$ cat src/rtl/tcdm_bank_responder.sv
// ============================================================================
// tcdm_bank_responder : TCDM bank-side responder (loads, stores, AMO RMW)
// Revision: 1.0
// ============================================================================
`default_nettype none

module tcdm_bank_responder #(
  parameter int unsigned RespFifoDepth = 2,
  parameter int unsigned AddrMemWidth  = 10,
  parameter int unsigned BankSelWidth  = 4,
  parameter int unsigned META_ID_W     = 4,
  parameter int unsigned CORE_ID_W     = 3,
  parameter int unsigned INI_ADDR_W    = 4,
  localparam int unsigned c_TGT_W  = AddrMemWidth + BankSelWidth,
  localparam int unsigned c_PL_W   = META_ID_W + CORE_ID_W + 4 + 1 + 32,
  localparam int unsigned c_REQ_W  = c_PL_W + 1 + 4 + c_TGT_W + INI_ADDR_W,
  localparam int unsigned c_RESP_W = c_PL_W + INI_ADDR_W
) (
  input  logic                    clk_i,
  input  logic                    rst_ni,
  input  logic                    req_valid_i,
  output logic                    req_ready_o,
  input  logic [c_REQ_W-1:0]      req_i,
  output logic                    resp_valid_o,
  input  logic                    resp_ready_i,
  output logic [c_RESP_W-1:0]     resp_o,
  output logic                    sram_req_o,
  output logic                    sram_we_o,
  output logic [AddrMemWidth-1:0] sram_addr_o,
  output logic [31:0]             sram_wdata_o,
  output logic [3:0]              sram_be_o,
  input  logic [31:0]             sram_rdata_i
);

  // Payload layout (MSB..LSB): meta_id, core_id, amo, lrwait, data.
  // Request layout: payload, wen, be, tgt_addr, ini_addr.  Response: payload, ini_addr.
  localparam logic [0:0] c_IDLE   = 1'b0;
  localparam logic [0:0] c_AMO_WR = 1'b1;
  localparam int unsigned c_PTR_W = (RespFifoDepth > 1) ? $clog2(RespFifoDepth) : 1;
  localparam int unsigned c_CNT_W = $clog2(RespFifoDepth + 1);

  logic [INI_ADDR_W-1:0]   w_req_ini;
  logic [c_TGT_W-1:0]      w_req_tgt;
  logic [3:0]              w_req_be;
  logic                    w_req_wen;
  logic [c_PL_W-1:0]       w_req_pl;
  logic [3:0]              w_req_amo;
  logic [AddrMemWidth-1:0] w_req_addr;
  logic                    w_is_amo;
  logic                    w_is_store;
  logic                    w_credit_ok;
  logic                    w_accept;
  logic                    w_accept_rd;
  logic [c_CNT_W:0]        w_outstanding;

  assign w_req_ini  = req_i[INI_ADDR_W-1:0];
  assign w_req_tgt  = req_i[INI_ADDR_W +: c_TGT_W];
  assign w_req_be   = req_i[INI_ADDR_W + c_TGT_W +: 4];
  assign w_req_wen  = req_i[INI_ADDR_W + c_TGT_W + 4];
  assign w_req_pl   = req_i[c_REQ_W-1 -: c_PL_W];
  assign w_req_amo  = w_req_pl[36:33];
  assign w_req_addr = w_req_tgt[BankSelWidth +: AddrMemWidth];

  // Opcodes 10..15 fall out of both classes and are served as plain loads.
  assign w_is_amo   = (w_req_amo != 4'd0) && (w_req_amo <= 4'd9);
  assign w_is_store = w_req_wen && (w_req_amo == 4'd0);

  logic [0:0]              r_state;
  logic                    r_inflight;
  logic                    r_is_amo;
  logic [c_PL_W-1:0]       r_pl;
  logic [INI_ADDR_W-1:0]   r_ini;
  logic [AddrMemWidth-1:0] r_addr;

  logic [c_RESP_W-1:0]     r_mem [RespFifoDepth];
  logic [c_PTR_W-1:0]      r_rd_ptr;
  logic [c_PTR_W-1:0]      r_wr_ptr;
  logic [c_CNT_W-1:0]      r_count;

  // Credit counts the response still inside the SRAM pipeline, ignoring any same-cycle pop.
  assign w_outstanding = {1'b0, r_count} + {{c_CNT_W{1'b0}}, r_inflight};
  assign w_credit_ok   = w_outstanding < (c_CNT_W+1)'(RespFifoDepth);

  assign req_ready_o = rst_ni && (r_state == c_IDLE) && (w_credit_ok || w_is_store);
  assign w_accept    = req_valid_i && req_ready_o;
  assign w_accept_rd = w_accept && !w_is_store;

  always_ff @(posedge clk_i or negedge rst_ni) begin
    if (!rst_ni) begin
      r_state    <= c_IDLE;
      r_inflight <= 1'b0;
      r_is_amo   <= 1'b0;
      r_pl       <= '0;
      r_ini      <= '0;
      r_addr     <= '0;
    end else begin
      r_inflight <= w_accept_rd;
      if (w_accept_rd) begin
        r_is_amo <= w_is_amo;
        r_pl     <= w_req_pl;
        r_ini    <= w_req_ini;
        r_addr   <= w_req_addr;
      end
      if ((r_state == c_IDLE) && w_accept_rd && w_is_amo) begin
        r_state <= c_AMO_WR;
      end else begin
        r_state <= c_IDLE;
      end
    end
  end

  logic [31:0] w_old;
  logic [31:0] w_op;
  logic [31:0] w_amo_res;

  assign w_old = sram_rdata_i;
  assign w_op  = r_pl[31:0];

  always_comb begin
    w_amo_res = w_old;
    case (r_pl[36:33])
      4'd1: w_amo_res = w_op;
      4'd2: w_amo_res = w_old + w_op;
      4'd3: w_amo_res = w_old & w_op;
      4'd4: w_amo_res = w_old | w_op;
      4'd5: w_amo_res = w_old ^ w_op;
      4'd6: w_amo_res = ($signed(w_old) > $signed(w_op)) ? w_old : w_op;
      4'd7: w_amo_res = (w_old > w_op) ? w_old : w_op;
      4'd8: w_amo_res = ($signed(w_old) < $signed(w_op)) ? w_old : w_op;
      4'd9: w_amo_res = (w_old < w_op) ? w_old : w_op;
      default: w_amo_res = w_old;
    endcase
  end

  always_comb begin
    sram_req_o   = 1'b0;
    sram_we_o    = 1'b0;
    sram_addr_o  = '0;
    sram_wdata_o = '0;
    sram_be_o    = 4'h0;
    if (r_state == c_AMO_WR) begin
      sram_req_o   = 1'b1;
      sram_we_o    = 1'b1;
      sram_addr_o  = r_addr;
      sram_wdata_o = w_amo_res;
      sram_be_o    = 4'hF;
    end else if (w_accept) begin
      sram_req_o   = 1'b1;
      sram_we_o    = w_is_store;
      sram_addr_o  = w_req_addr;
      sram_wdata_o = w_is_store ? w_req_pl[31:0] : 32'h0;
      sram_be_o    = w_is_store ? w_req_be : 4'hF;
    end
  end

  logic                w_fifo_empty;
  logic                w_pop;
  logic                w_pop_mem;
  logic                w_push;
  logic [c_RESP_W-1:0] w_push_resp;

  assign w_fifo_empty = (r_count == '0);
  assign w_push_resp  = {r_pl[c_PL_W-1:32], sram_rdata_i, r_ini};

  // Fall-through: with an empty FIFO the SRAM read data drives resp_o directly.
  assign resp_valid_o = r_inflight || !w_fifo_empty;
  assign resp_o       = w_fifo_empty ? w_push_resp : r_mem[r_rd_ptr];
  assign w_pop        = resp_valid_o && resp_ready_i;
  assign w_pop_mem    = w_pop && !w_fifo_empty;
  assign w_push       = r_inflight && !(w_fifo_empty && w_pop);

  function automatic logic [c_PTR_W-1:0] f_ptr_inc(input logic [c_PTR_W-1:0] ptr);
    f_ptr_inc = (ptr == c_PTR_W'(RespFifoDepth - 1)) ? '0 : ptr + c_PTR_W'(1);
  endfunction

  always_ff @(posedge clk_i or negedge rst_ni) begin
    if (!rst_ni) begin
      r_rd_ptr <= '0;
      r_wr_ptr <= '0;
      r_count  <= '0;
    end else begin
      if (w_push)    r_wr_ptr <= f_ptr_inc(r_wr_ptr);
      if (w_pop_mem) r_rd_ptr <= f_ptr_inc(r_rd_ptr);
      r_count <= r_count + c_CNT_W'(w_push) - c_CNT_W'(w_pop_mem);
    end
  end

  always_ff @(posedge clk_i) begin
    if (w_push) begin
      r_mem[r_wr_ptr] <= w_push_resp;
    end
  end

endmodule

`default_nettype wire

$ cat config.mk
export PLATFORM = sky130hd
export DESIGN_NAME = tcdm_bank_responder
export DESIGN_NICKNAME = d
export VERILOG_FILES = /design/src/rtl/tcdm_bank_responder.sv
export SDC_FILE = /design/constraint.sdc
export NUM_CORES = 1
export LEC_CHECK = 0
export CAP_MARGIN = 5
export CORE_MARGIN = 8
export CORE_UTILIZATION = 27
export DETAILED_ROUTE_END_ITERATION = 16
export SKIP_LAST_GASP = 1
export SLEW_MARGIN = 5
export SYNTH_ARGS = -nofsm -noshare
export SYNTH_HDL_FRONTEND = slang
export SYNTH_SLANG_ARGS = --single-unit
$ cat constraint.sdc
create_clock -name clk_i -period 6.2 [get_ports clk_i]
set_clock_uncertainty 0.1 [all_clocks]
set_input_delay 1.55 -clock clk_i [delete_from_list [all_inputs] [get_ports clk_i]]
set_output_delay 1.55 -clock clk_i [all_outputs]
set_load 0.005 [all_outputs]
==> impl_summary.log, run 1 <==
[metrics] proportion of synthesized chip area in sequential cells: 0.386
[metrics] site row count: 76
[metrics] clk root buf: sky130_fd_sc_hd__clkbuf_16
[metrics] final global-route overflow total: 0
[metrics] cell area reported after detailed placement: 0.0153 mm^2
[metrics] multi-input gate area in the final layout: 0.00742 mm^2
[metrics] Final Power: 8.38 mW
[metrics] type of the tightest min-delay check: flop to flop
[metrics] CTS tree: yes
[metrics] utilization after layout: 0.400
[metrics] clock net sink count: 160
[metrics] number of flops mapped to enable cells by yosys: 96
[metrics] GR met1 Demand/Resource: 0.210
[metrics] RePlAce Congestion: 0.893
[metrics] routed via count: 11200
[metrics] worst slew margin relative to its limit: 0.335
[metrics] layout overhead on the synthesized area: 47.7%
[metrics] setup slack after layout: 0.0486 ns
[metrics] transition time at the pin with the least slew margin: 0.998 ns
[metrics] layout cells sized above 1: 0.309
[metrics] die area: about 0.05 mm^2
[metrics] vias per inst: 5.18
[metrics] peak clock frequency supported by timing: 163 MHz
[metrics] mean instance size in the synthesized netlist: approximately 9.2 um^2
[metrics] pin count of the biggest net entering global routing: 83
[metrics] CTS Buf Count: 17
[metrics] antenna violations before repair: 2
[metrics] HPWL Detailed: 30000 um
[metrics] number of violations of the max-capacitance limit: 0
[metrics] critical path startpoint category: primary input
[metrics] Min Clock Period, post-route: a little over 6 ns
[metrics] origin of the worst min-delay path: r_pl[41]$_DFFE_PN0P_
[metrics] drt first pass iters: 5
[metrics] clock latency on the worst-skew pair: ~0.46 ns
[metrics] Synth Area in Compound Gates: 0.242
[metrics] Hold Crit Depth: 0
[metrics] Cells after DPL: 2092
[metrics] via count of the first global-routing pass: 11400
[metrics] data required time of the worst path: 4.55 ns
[metrics] RSZ-0062 raised after global routing: yes
[metrics] commonest non-fill, non-tap cells in the layout: 190 x sky130_fd_sc_hd__buf_4, 131 x sky130_fd_sc_hd__clkdlybuf4s50_1, 123 x sky130_fd_sc_hd__nand2_1, 104 x sky130_fd_sc_hd__nor2_1
[metrics] final net count: 1813
[metrics] post-synthesis async set-or-reset flop share: 0.400
[metrics] final setup violation count: 0
[metrics] Lkg Pwr: 7.01 nW
[metrics] crit path kind: primary input to output port
[metrics] worst hold path endpoint: r_mem[0][45]$_DFFE_PP_
[metrics] antenna violation net count after detailed routing: 0
[metrics] Filler cells: 4235
[metrics] global route hottest layer: met2
[metrics] dominant combinational cell family by area after synthesis: compound AO/OA/AOI/OAI gates
[metrics] Power per Cell Area: about 490 mW/mm^2
[metrics] Tot GR Track Use: 0.169
[metrics] #FFs+latches synth: 160
[metrics] Global Route met2 Usage: 0.288
[metrics] pre-CTS WS: -1.09 ns
[metrics] kind of end point of the critical path: output port
[metrics] worst-path maximum fanout: 11
[metrics] fraction of met3 tracks used by global routing: 0.0348
[metrics] path depth of the worst reg2reg path: 4
[metrics] post-DR wirelength/cell: 20.0 um
[metrics] r2r setup slk: 2.73 ns
[metrics] RR Endpoint: r_mem[0][47]$_DFFE_PP_
[metrics] mux share of post-synthesis cell area: 0.0675
[metrics] number of buffers added to fix hold violations after cts: 0
[metrics] portion of the clock cycle consumed by the worst path in the final layout: 0.992
[metrics] worst vdd rail ir drop: 0.214 mV
[metrics] number of distinct library cells after synthesis: 72
[metrics] Syn. warnings: 0
[metrics] number of H-tree levels: 4
[metrics] gate count of the mapped netlist: approximately 1300
[metrics] number of standard cells in the final layout excluding fillers: 2170
[metrics] I/O Pins: 201
[metrics] status: finished clean
[metrics] Post-Synthesis Net Count: 1462
[metrics] data arrival time of the critical path: 4.50 ns
[metrics] simple-gate portion of the synthesized area: 0.121
[metrics] setup TNS after final layout: 0 ns
[metrics] total wirelength of the detailed-routed design: between 40000 and 50000 um
[metrics] effective utilization at floorplan: 0.271
[metrics] y dimension of the die: 223 um
[metrics] area share of xor/xnor cells in the synthesized design: 0.0166
[metrics] Top FF cell, synth: sky130_fd_sc_hd__edfxtp_1
[metrics] die boundary width: 223 um
[metrics] total non-filler cell area in the finished layout: 0.0171 mm^2
[metrics] Final Hold Vio Count: 0
[metrics] area taken by flip-flops and latches: 0.00449 mm^2
[metrics] Clock Tree Buf Depth: 2
[metrics] Cell Area, Synth: about 0.012 mm^2
[metrics] max-slew violation count: 0
[metrics] wire length of the first global-routing pass: 66500 um
[metrics] hold slack final: between 0.3 and 0.4 ns
[metrics] count of routing violations after the opening detailed-route iteration: between 700 and 800
[metrics] startpoint of the worst-slack reg-to-reg timing path: r_count[1]$_DFF_PN0_
[metrics] number of diodes: 0
[metrics] Post-Synth Adder-Cell Area: 0.107
[metrics] clock edge transition at the registers on the reported setup and hold paths: 0.08 ns
[metrics] most common cell after layout, fill and taps aside: sky130_fd_sc_hd__buf_4
[metrics] DRC errors left: 0
[metrics] # port buffers: approximately 200
[metrics] core region area: between 0.04 and 0.05 mm^2
==> critical path: stages <==
cell and delay [ns]:
sky130_fd_sc_hd__buf_6 0.07, sky130_fd_sc_hd__inv_2 0.04, sky130_fd_sc_hd__ha_4 0.30, sky130_fd_sc_hd__inv_2 0.05, sky130_fd_sc_hd__a221oi_2 0.28, sky130_fd_sc_hd__o21bai_2 0.14, sky130_fd_sc_hd__o41ai_4 0.40, sky130_fd_sc_hd__buf_4 0.22
sky130_fd_sc_hd__nand4b_1 0.18, sky130_fd_sc_hd__o31a_1 0.19, sky130_fd_sc_hd__a211o_4 0.30, sky130_fd_sc_hd__buf_12 0.17, sky130_fd_sc_hd__a221oi_2 0.24, sky130_fd_sc_hd__a22oi_2 0.14, sky130_fd_sc_hd__clkdlybuf4s15_2 0.23
==> cell type report <==
type / count / area share
multi-input combinational: 928 / 0.433
sequential: 160 / 0.262
timing repair buffer: 418 / 0.211
tap: 546 / 0.0399
clock buffer: 17 / 0.0248
inverter: 86 / 0.0194
clock inverter: 15 / 0.00964
==> routing by layer <==
| metal | share of wire | vias to the layer above |
|---|---|---|
| met4 | 0.029 | 4 |
| met3 | 0.054 | 72 |
| met5 | 0.00062 | - |
| li1 | - | 5330 |
| met1 | 0.43 | 5472 |
| met2 | 0.48 | 362 |
==> worst max path at each step <==
stage / startpoint / to
2_1_floorplan: sram_rdata_i[14] / sram_wdata_o[26]
3_3_place_gp: sram_rdata_i[18] / sram_wdata_o[1]
3_5_place_dp: sram_rdata_i[30] / sram_wdata_o[1]
6_report: sram_rdata_i[14] / sram_wdata_o[14]
5_1_grt: sram_rdata_i[0] / sram_wdata_o[14]
4_1_cts: sram_rdata_i[5] / sram_wdata_o[29]
==> sequential cells by signal, indices dropped and copies added, names as in the netlist <==
register and count:
r_mem 96, r_rd_ptr 1, r_state 1, r_inflight 1, r_count 2, r_wr_ptr 1
r_pl 44, r_addr 10, r_ini 4
==> synth_stat cells, types with 6 or more instances <==
library cell | count | area share
sky130_fd_sc_hd__dfrtp_1 | 64 | 0.14
sky130_fd_sc_hd__a211oi_1 | 7 | 0.0045
sky130_fd_sc_hd__xnor2_1 | 19 | 0.014
sky130_fd_sc_hd__a22o_1 | 13 | 0.0098
sky130_fd_sc_hd__clkbuf_1 | 66 | 0.021
sky130_fd_sc_hd__a22oi_1 | 15 | 0.0097
sky130_fd_sc_hd__a21o_1 | 17 | 0.011
sky130_fd_sc_hd__nand2_1 | 124 | 0.040
sky130_fd_sc_hd__buf_1 | 7 | 0.0023
sky130_fd_sc_hd__o21ai_0 | 104 | 0.045
sky130_fd_sc_hd__o211ai_1 | 17 | 0.011
sky130_fd_sc_hd__inv_1 | 85 | 0.027
sky130_fd_sc_hd__ha_1 | 98 | 0.11
sky130_fd_sc_hd__a221oi_2 | 8 | 0.010
sky130_fd_sc_hd__nand4_1 | 11 | 0.0059
sky130_fd_sc_hd__edfxtp_1 | 96 | 0.25
sky130_fd_sc_hd__a21oi_1 | 115 | 0.050
sky130_fd_sc_hd__mux2_2 | 23 | 0.022
sky130_fd_sc_hd__o2111ai_1 | 16 | 0.012
sky130_fd_sc_hd__mux2i_1 | 51 | 0.044
sky130_fd_sc_hd__nor2b_1 | 6 | 0.0032
sky130_fd_sc_hd__nand3_1 | 11 | 0.0047
sky130_fd_sc_hd__nor2_1 | 112 | 0.036
sky130_fd_sc_hd__o21bai_1 | 12 | 0.0078
sky130_fd_sc_hd__a221oi_1 | 23 | 0.017
sky130_fd_sc_hd__buf_2 | 9 | 0.0039
sky130_fd_sc_hd__nor3_1 | 11 | 0.0047
sky130_fd_sc_hd__a221o_1 | 13 | 0.011
==> where the power goes <==
| group | switching, mW | leakage (nW) | internal, mW |
|---|---|---|---|
| combinational | 2.78 | 5.08 | 2.75 |
| clock | 0.531 | 0.287 | 0.541 |
| sequential | 0.344 | 1.65 | 1.44 |
| total | 3.66 | 7.01 | 4.73 |
==> kinds of logic (layout without fill, tap and decap cells) <==
| logic type | Yosys count | in the layout |
|---|---|---|
| XOR/XNOR | 22 | 22 |
| multiplexers | 75 | 75 |
| AND/OR/NAND/NOR | 315 | 315 |
| flip-flops | 160 | 160 |
| adder cells (fa/ha/maj) | 99 | 99 |
| AO/OA/AOI/OAI | 417 | 417 |
| buffers and inverters | 172 | 536 |
==> timing repair <==
item / in CTS / in global routing
gates cloned: 1 / 0
resized for setup: 348 / 101
buffers inserted: 33 / 15
endpoints found under the hold margin: 0 / 0
pin swaps: 76 / 67
setup endpoints to repair: 32 / 32
Note: power is estimated with default switching activity, not from simulation.
==> inputs of run 2 (changes only) <==
--- a/config.mk
+++ b/config.mk
@@ -8,7 +8,9 @@
 export CAP_MARGIN = 5
 export CORE_MARGIN = 8
 export CORE_UTILIZATION = 27
+export CTS_CLUSTER_SIZE = 10
 export DETAILED_ROUTE_END_ITERATION = 16
+export DONT_BUFFER_PORTS = 1
 export SKIP_LAST_GASP = 1
 export SLEW_MARGIN = 5
 export SYNTH_ARGS = -nofsm -noshare
==> constraint.sdc (replaced) <==
create_clock -name clk_i -period 7.42 [get_ports clk_i]
set_clock_uncertainty 0.1 [all_clocks]
set_input_delay 1.855 -clock clk_i [delete_from_list [all_inputs] [get_ports clk_i]]
set_output_delay 1.855 -clock clk_i [all_outputs]
set_load 0.005 [all_outputs]
==> run 2 against run 1 <==
Net effect: cell area fell by 23%; global-route usage fell by 1.5 points; core utilization fell by 9.4 points; register-to-register slack improved by 0.87 ns; largest power group unchanged; highest routed layer is now met4.
==> impl_summary.log, run 2 (synthesized netlist as in run 1, its figures left out) <==
[metrics] final global-route overflow total: 0
[metrics] number of violations of the max-capacitance limit: 0
[metrics] number of diodes: 0
[metrics] fraction of power spent switching nets: 0.467
[metrics] data required time of the worst path: roughly 5.5 ns
[metrics] peak clock frequency supported by timing: 138 MHz
[metrics] antenna violation net count after detailed routing: 0
[metrics] layout cells sized above 1: 0.124
[metrics] final setup violation count: 0
[metrics] hold slack final: slightly below 0.4 ns
[metrics] clk root buf: sky130_fd_sc_hd__clkbuf_16
[metrics] RePlAce Congestion: approximately 0.86
[metrics] HPWL Detailed: between 20000 and 30000 um
[metrics] worst-path maximum fanout: 11
[metrics] CTS Buf Count: 17
[metrics] Lkg Pwr: about 5.3 nW
[metrics] layout overhead on the synthesized area: 13.1%
[metrics] Min Clock Period, post-route: around 7.2 ns
[metrics] via count of the first global-routing pass: 9600
[metrics] Gate power share: 0.561
[metrics] top register by number of flip-flops: r_mem
[metrics] DRC errors left: 0
[metrics] clock latency on the worst-skew pair: 0.49 ns
[metrics] count of routing violations after the opening detailed-route iteration: ~700
[metrics] worst slew margin relative to its limit: 0.322
[metrics] commonest non-fill, non-tap cells in the layout: 124 x sky130_fd_sc_hd__nand2_1, 114 x sky130_fd_sc_hd__a21oi_1, 109 x sky130_fd_sc_hd__nor2_1, 104 x sky130_fd_sc_hd__o21ai_0, 98 x sky130_fd_sc_hd__ha_1
[metrics] data arrival time of the critical path: around 5.3 ns
[metrics] Clock Tree Buf Depth: 2
[metrics] max reg flops: 96
[metrics] setup TNS after final layout: 0 ns
[metrics] status: finished clean
[metrics] Final Hold Vio Count: 0
[metrics] clock net sink count: 160
[metrics] pin count of the biggest net entering global routing: 89
[metrics] effective utilization at floorplan: 0.271
[metrics] biggest registers after layout: r_mem: 96 flops, r_pl: 44 flops, r_addr: 10 flops
[metrics] drt first pass iters: 6
[metrics] CTS tree: yes
[metrics] wire length of the first global-routing pass: 58700 um
[metrics] final net count: approximately 1500
[metrics] kind of end point of the critical path: output port
[metrics] site row count: 76
[metrics] post-DR wirelength/cell: 21.3 um
[metrics] core region area: 0.0428 mm^2
[metrics] number of H-tree levels: 4
[metrics] worst vdd rail ir drop: 0.252 mV
[metrics] clock edge transition at the registers on the reported setup and hold paths: 0.07 ns
[metrics] critical path startpoint category: primary input
[metrics] # port buffers: 0
[metrics] portion of the clock cycle consumed by the worst path in the final layout: 0.975
[metrics] sequential share of power: 0.267
[metrics] die area: 0.0499 mm^2
[metrics] buffers inserted during post-CTS setup optimization: 0
[metrics] routed via count: around 10000
[metrics] Switch Pwr: ~2.5 mW
[metrics] antenna violations before repair: 0
[metrics] total wirelength of the detailed-routed design: 38700 um
[metrics] most common cell after layout, fill and taps aside: sky130_fd_sc_hd__nand2_1
[metrics] RSZ-0062 raised after global routing: no
[metrics] transition time at the pin with the least slew margin: about 1 ns
[metrics] clock group share of total power: 0.172
[metrics] y dimension of the die: 223 um
[metrics] Power per Cell Area: 410 mW/mm^2
[metrics] max-slew violation count: 0
[metrics] vias per inst: 5.41
[metrics] type of the tightest min-delay check: flop to flop
[metrics] cell internal power dissipation: 2.87 mW
[metrics] I/O Pins: 201
[metrics] die boundary width: 223 um
[metrics] crit path kind: primary input to output port
[metrics] Tot GR Track Use: 0.155
-- run 2: cell types whose count changed in the layout (fill, tap and decap cells not counted), sizes merged --
cell and delta:
clkbuf -11, clkdlybuf4s15 -9, buf -197, clkinv +2, inv -2, clkinvlp -1, clkdlybuf4s50 -131, dlygate4sd2 -4
-- run 2: layout make-up --
type	instances	area (um^2)
Clock buffer	18	450
Clock inverter	14	178
Fill cell	4414	29700
Inverter	86	323
Multi-Input combinational cell	928	6500
Sequential cell	160	4490
Tap cell	546	683
Timing Repair Buffer	65	500
-- run 2: routing by layer --
| metal | share of wire | vias to the layer above | track usage |
|---|---|---|---|
| met3 | 0.091 | 66 | 0.0569 |
| li1 | - | 4624 | - |
| met2 | 0.46 | 391 | 0.246 |
| met4 | 0.029 | 0 | 0.0701 |
| met1 | 0.42 | 4755 | 0.185 |
| met5 | 0 | - | 0 |
-- run 2: final timing paths --
path,startpoint,cells past startpoint,slack (ns),end
hold reg to reg,r_pl[40]$_DFFE_PN0P_,0,0.39,r_mem[1][44]$_DFFE_PP_
hold / removal,r_pl[40]$_DFFE_PN0P_,0,0.39,r_mem[1][44]$_DFFE_PP_
setup / recovery,sram_rdata_i[14],13,0.19,sram_wdata_o[26]
setup reg to reg,r_count[1]$_DFF_PN0_,5,3.60,r_mem[0][13]$_DFFE_PP_
min in group asynchronous,rst_ni,0,0.96,r_pl[29]$_DFFE_PN0P_
max in group asynchronous,rst_ni,0,6.13,r_pl[19]$_DFFE_PN0P_
-- run 2: power by group through the flow --
stage                     Sequential [mW]  Combinational (mW)  Clock [mW]
after CTS                            1.44                3.01       0.972
final                                1.44                3.02       0.925
after floorplan                      1.34                2.22           0
after global placement               1.44                2.95           0
after global routing                 1.47                3.34       0.997
after detailed placement             1.46                2.99           0
-- run 2: worst max-delay path, stage by stage --
cell                       delay [ns]
sky130_fd_sc_hd__inv_1           0.02
sky130_fd_sc_hd__ha_1            0.40
sky130_fd_sc_hd__nor4_2          0.40
sky130_fd_sc_hd__nand3_1         0.25
sky130_fd_sc_hd__a211oi_2        0.29
sky130_fd_sc_hd__o41ai_4         0.19
sky130_fd_sc_hd__and2_2          0.32
sky130_fd_sc_hd__o31a_1          0.36
sky130_fd_sc_hd__a211o_2         0.42
sky130_fd_sc_hd__buf_12          0.19
sky130_fd_sc_hd__a221oi_2        0.22
sky130_fd_sc_hd__o221ai_1        0.17
sky130_fd_sc_hd__buf_4           0.17
-- run 2: metrics by stage --
step	instance area [um^2]	setup slack [ns]	power, mW	utilization	instances
global route	13100	0.0794	5.81	0.307	1817
detailed placement	12500	0.0864	4.45	0.292	1785
floorplan	11600	0.940	3.57	-	1260
global placement	12500	0.139	4.39	0.292	1785
finish	13100	0.185	5.38	0.307	1817
CTS	13100	0.0646	5.42	0.306	1817
-- run 2: what timing repair did --
item,4_1_cts,5_1_grt
endpoints found under the hold margin,0,0
setup endpoints to repair,0,15
hold buffers,0,0
gates resized for setup,0,3
==> inputs of run 3 (changes only) <==
--- a/config.mk
+++ b/config.mk
@@ -6,7 +6,7 @@
 export NUM_CORES = 1
 export LEC_CHECK = 0
 export CAP_MARGIN = 5
-export CORE_MARGIN = 8
+export CORE_MARGIN = 4
 export CORE_UTILIZATION = 27
 export CTS_CLUSTER_SIZE = 10
 export DETAILED_ROUTE_END_ITERATION = 16
==> constraint.sdc (replaced) <==
create_clock -name clk_i -period 7.15 [get_ports clk_i]
set_clock_uncertainty 0.1 [all_clocks]
set_input_delay 1.7875 -clock clk_i [delete_from_list [all_inputs] [get_ports clk_i]]
set_output_delay 1.7875 -clock clk_i [all_outputs]
set_load 0.005 [all_outputs]
==> run 3 against run 2 <==
Net effect: worst setup slack improved by 0.10 ns; clock power increased by 2.7%; critical endpoint is now sram_wdata_o[5]; first-iteration DRC count fell by 0.71%; hold slack barely moved; count of clock-buffer cells in the layout fell by 1; flip-flop and latch count did not move; highest routed layer unchanged; critical path depth up 2; via count fell by 1.3%; total power grew 3.0%.
==> impl_summary.log, run 3 (synthesized netlist as in run 1, its figures left out) <==
[metrics] status: finished clean
[metrics] r2r setup slk: 3.92 ns
[metrics] RSZ-0062 raised after global routing: no
[metrics] routed via count: 9709
[metrics] clock group share of total power: 0.171
[metrics] crit path kind: primary input to output port
[metrics] peak clock frequency supported by timing: 146 MHz
[metrics] Switch Pwr: 2.61 mW
[metrics] via count of the first global-routing pass: slightly below 10000
[metrics] HPWL Detailed: 26700 um
[metrics] number of standard cells in the final layout excluding fillers: about 1800
[metrics] hold slack final: 0.395 ns
[metrics] Cells after DPL: 1777
[metrics] final net count: 1460
[metrics] number of violations of the max-capacitance limit: 0
[metrics] setup TNS after final layout: 0 ns
[metrics] data required time of the worst path: 5.26 ns
[metrics] antenna violations before repair: 0
[metrics] wire length of the first global-routing pass: 58300 um
[metrics] sequential share of power: 0.276
[metrics] final global-route overflow total: 0
[metrics] Clock Tree Buf Depth: 2
[metrics] worst hold path endpoint: r_mem[0][0]$_DFFE_PP_
[metrics] utilization after layout: 0.310
[metrics] max-slew violation count: 0
[metrics] path depth of the worst reg2reg path: 4
[metrics] clock latency on the worst-skew pair: 0.48 ns
[metrics] core region area: 0.0422 mm^2
[metrics] startpoint of the worst-slack reg-to-reg timing path: r_count[1]$_DFF_PN0_
[metrics] # port buffers: 0
[metrics] top register by number of flip-flops: r_mem
[metrics] worst slew margin relative to its limit: 0.289
[metrics] post-DR wirelength/cell: 21.0 um
[metrics] buffers inserted during post-CTS setup optimization: 0
[metrics] clock edge transition at the registers on the reported setup and hold paths: roughly 0.08 ns
[metrics] I/O Pins: ~200
[metrics] Filler cells: approximately 4400
[metrics] Tot GR Track Use: 0.163
[metrics] Lkg Pwr: roughly 5.3 nW
[metrics] vias per inst: 5.36
[metrics] die boundary width: 215 um
[metrics] biggest registers after layout: r_mem: 96 flops, r_pl: 44 flops, r_addr: 10 flops
[metrics] count of routing violations after the opening detailed-route iteration: between 600 and 700
[metrics] kind of end point of the critical path: output port
[metrics] clk root buf: sky130_fd_sc_hd__clkbuf_16
[metrics] RePlAce Congestion: 0.841
[metrics] pre-CTS WS: 0.228 ns
[metrics] portion of the clock cycle consumed by the worst path in the final layout: 0.960
[metrics] cell internal power dissipation: roughly 2.9 mW
[metrics] CTS Buf Count: 17
[metrics] layout cells sized above 1: 0.124
[metrics] pin count of the biggest net entering global routing: 67
[metrics] Power per Cell Area: 423 mW/mm^2
[metrics] final setup violation count: 0
[metrics] origin of the worst min-delay path: r_ini[0]$_DFFE_PN0P_
[metrics] Gate power share: 0.553
[metrics] data arrival time of the critical path: about 5.0 ns
[metrics] most common cell after layout, fill and taps aside: sky130_fd_sc_hd__nand2_1
[metrics] antenna violation net count after detailed routing: 0
[metrics] transition time at the pin with the least slew margin: 1.06 ns
[metrics] Min Clock Period, post-route: 6.86 ns
[metrics] CTS tree: yes
[metrics] clock net sink count: 160
[metrics] commonest non-fill, non-tap cells in the layout: 124 x sky130_fd_sc_hd__nand2_1, 114 x sky130_fd_sc_hd__a21oi_1, 109 x sky130_fd_sc_hd__nor2_1, 104 x sky130_fd_sc_hd__o21ai_0, 98 x sky130_fd_sc_hd__ha_1
[metrics] total wirelength of the detailed-routed design: roughly 38000 um
[metrics] type of the tightest min-delay check: flop to flop
[metrics] drt first pass iters: 5
[metrics] max reg flops: 96
[metrics] critical path startpoint category: primary input
[metrics] die area: 0.0464 mm^2
[metrics] DRC errors left: 0
[metrics] area taken by flip-flops and latches: about 0.0045 mm^2
[metrics] site row count: 75
[metrics] Hold Crit Depth: 0
[metrics] layout overhead on the synthesized area: 12.9%
[metrics] worst vdd rail ir drop: 0.178 mV
[metrics] y dimension of the die: 215 um
[metrics] Final Hold Vio Count: 0
[metrics] number of diodes: 0
[metrics] fraction of power spent switching nets: 0.470
[metrics] setup slack after layout: 0.287 ns
[metrics] RR Endpoint: r_mem[1][17]$_DFFE_PP_
[metrics] number of H-tree levels: 4
[metrics] effective utilization at floorplan: 0.275
[metrics] multi-input gate area in the final layout: 0.00650 mm^2
[metrics] worst-path maximum fanout: 9
-- run 3: cell count changes in the layout (fill, tap and decap cells not counted), sizes merged --
cell    delta
clkbuf     -1
clkinv     +1
-- run 3: what timing repair did --
action,in CTS,in global routing
hold buffers,0,0
endpoints found under the setup margin,0,6
resized for setup,0,2
-- run 3: cell type report --
type / instances / area share
Clock buffer: 17 / 0.0325
Clock inverter: 15 / 0.0139
Inverter: 86 / 0.0246
Multi-Input combinational cell: 928 / 0.496
Sequential cell: 160 / 0.343
Tap cell: 539 / 0.0515
Timing Repair Buffer: 65 / 0.0385
-- run 3: worst max path at each step --
stage	start	to	slack, ns
after floorplan	sram_rdata_i[14]	sram_wdata_o[26]	0.80
after global placement	sram_rdata_i[30]	sram_wdata_o[14]	0.25
after detailed placement	sram_rdata_i[30]	sram_wdata_o[14]	0.23
after CTS	sram_rdata_i[30]	sram_wdata_o[14]	0.20
after global routing	sram_rdata_i[30]	sram_wdata_o[7]	0.05
final	sram_rdata_i[30]	sram_wdata_o[5]	0.29
-- run 3: power groups by stage --
stage / Combinational, mW / Sequential, mW / Clock (mW)
after floorplan: 2.31 / 1.39 / 0
after global placement: 2.98 / 1.53 / 0
after detailed placement: 3.03 / 1.55 / 0
after CTS: 3.05 / 1.53 / 0.990
after global routing: 3.39 / 1.57 / 1.02
final: 3.06 / 1.53 / 0.950
-- run 3: worst max-delay path: stages --
cell and delay, ns:
sky130_fd_sc_hd__inv_1 0.02, sky130_fd_sc_hd__ha_1 0.41, sky130_fd_sc_hd__nor4_4 0.45, sky130_fd_sc_hd__nand4_1 0.27, sky130_fd_sc_hd__inv_1 0.17, sky130_fd_sc_hd__o41ai_4 0.12
sky130_fd_sc_hd__and2_1 0.22, sky130_fd_sc_hd__buf_4 0.17, sky130_fd_sc_hd__o31ai_1 0.32, sky130_fd_sc_hd__buf_4 0.18, sky130_fd_sc_hd__o31ai_1 0.10, sky130_fd_sc_hd__a221oi_1 0.34
sky130_fd_sc_hd__o21ai_0 0.12, sky130_fd_sc_hd__buf_4 0.16, sky130_fd_sc_hd__buf_4 0.13
-- run 3: stage by stage --
stage               power [mW]  instance area, um^2
floorplan                 3.70                11600
global placement          4.51                12500
detailed placement        4.57                12500
CTS                       5.56                13100
global route              5.98                13100
finish                    5.54                13100
-- run 3: per-layer routing --
layer,global-route usage,up-vias,wire length (um)
met3,0.0508,50,2770
met5,0,-,0
met2,0.270,315,18200
met4,0.0625,0,949
li1,-,4615,-
met1,0.199,4729,16100
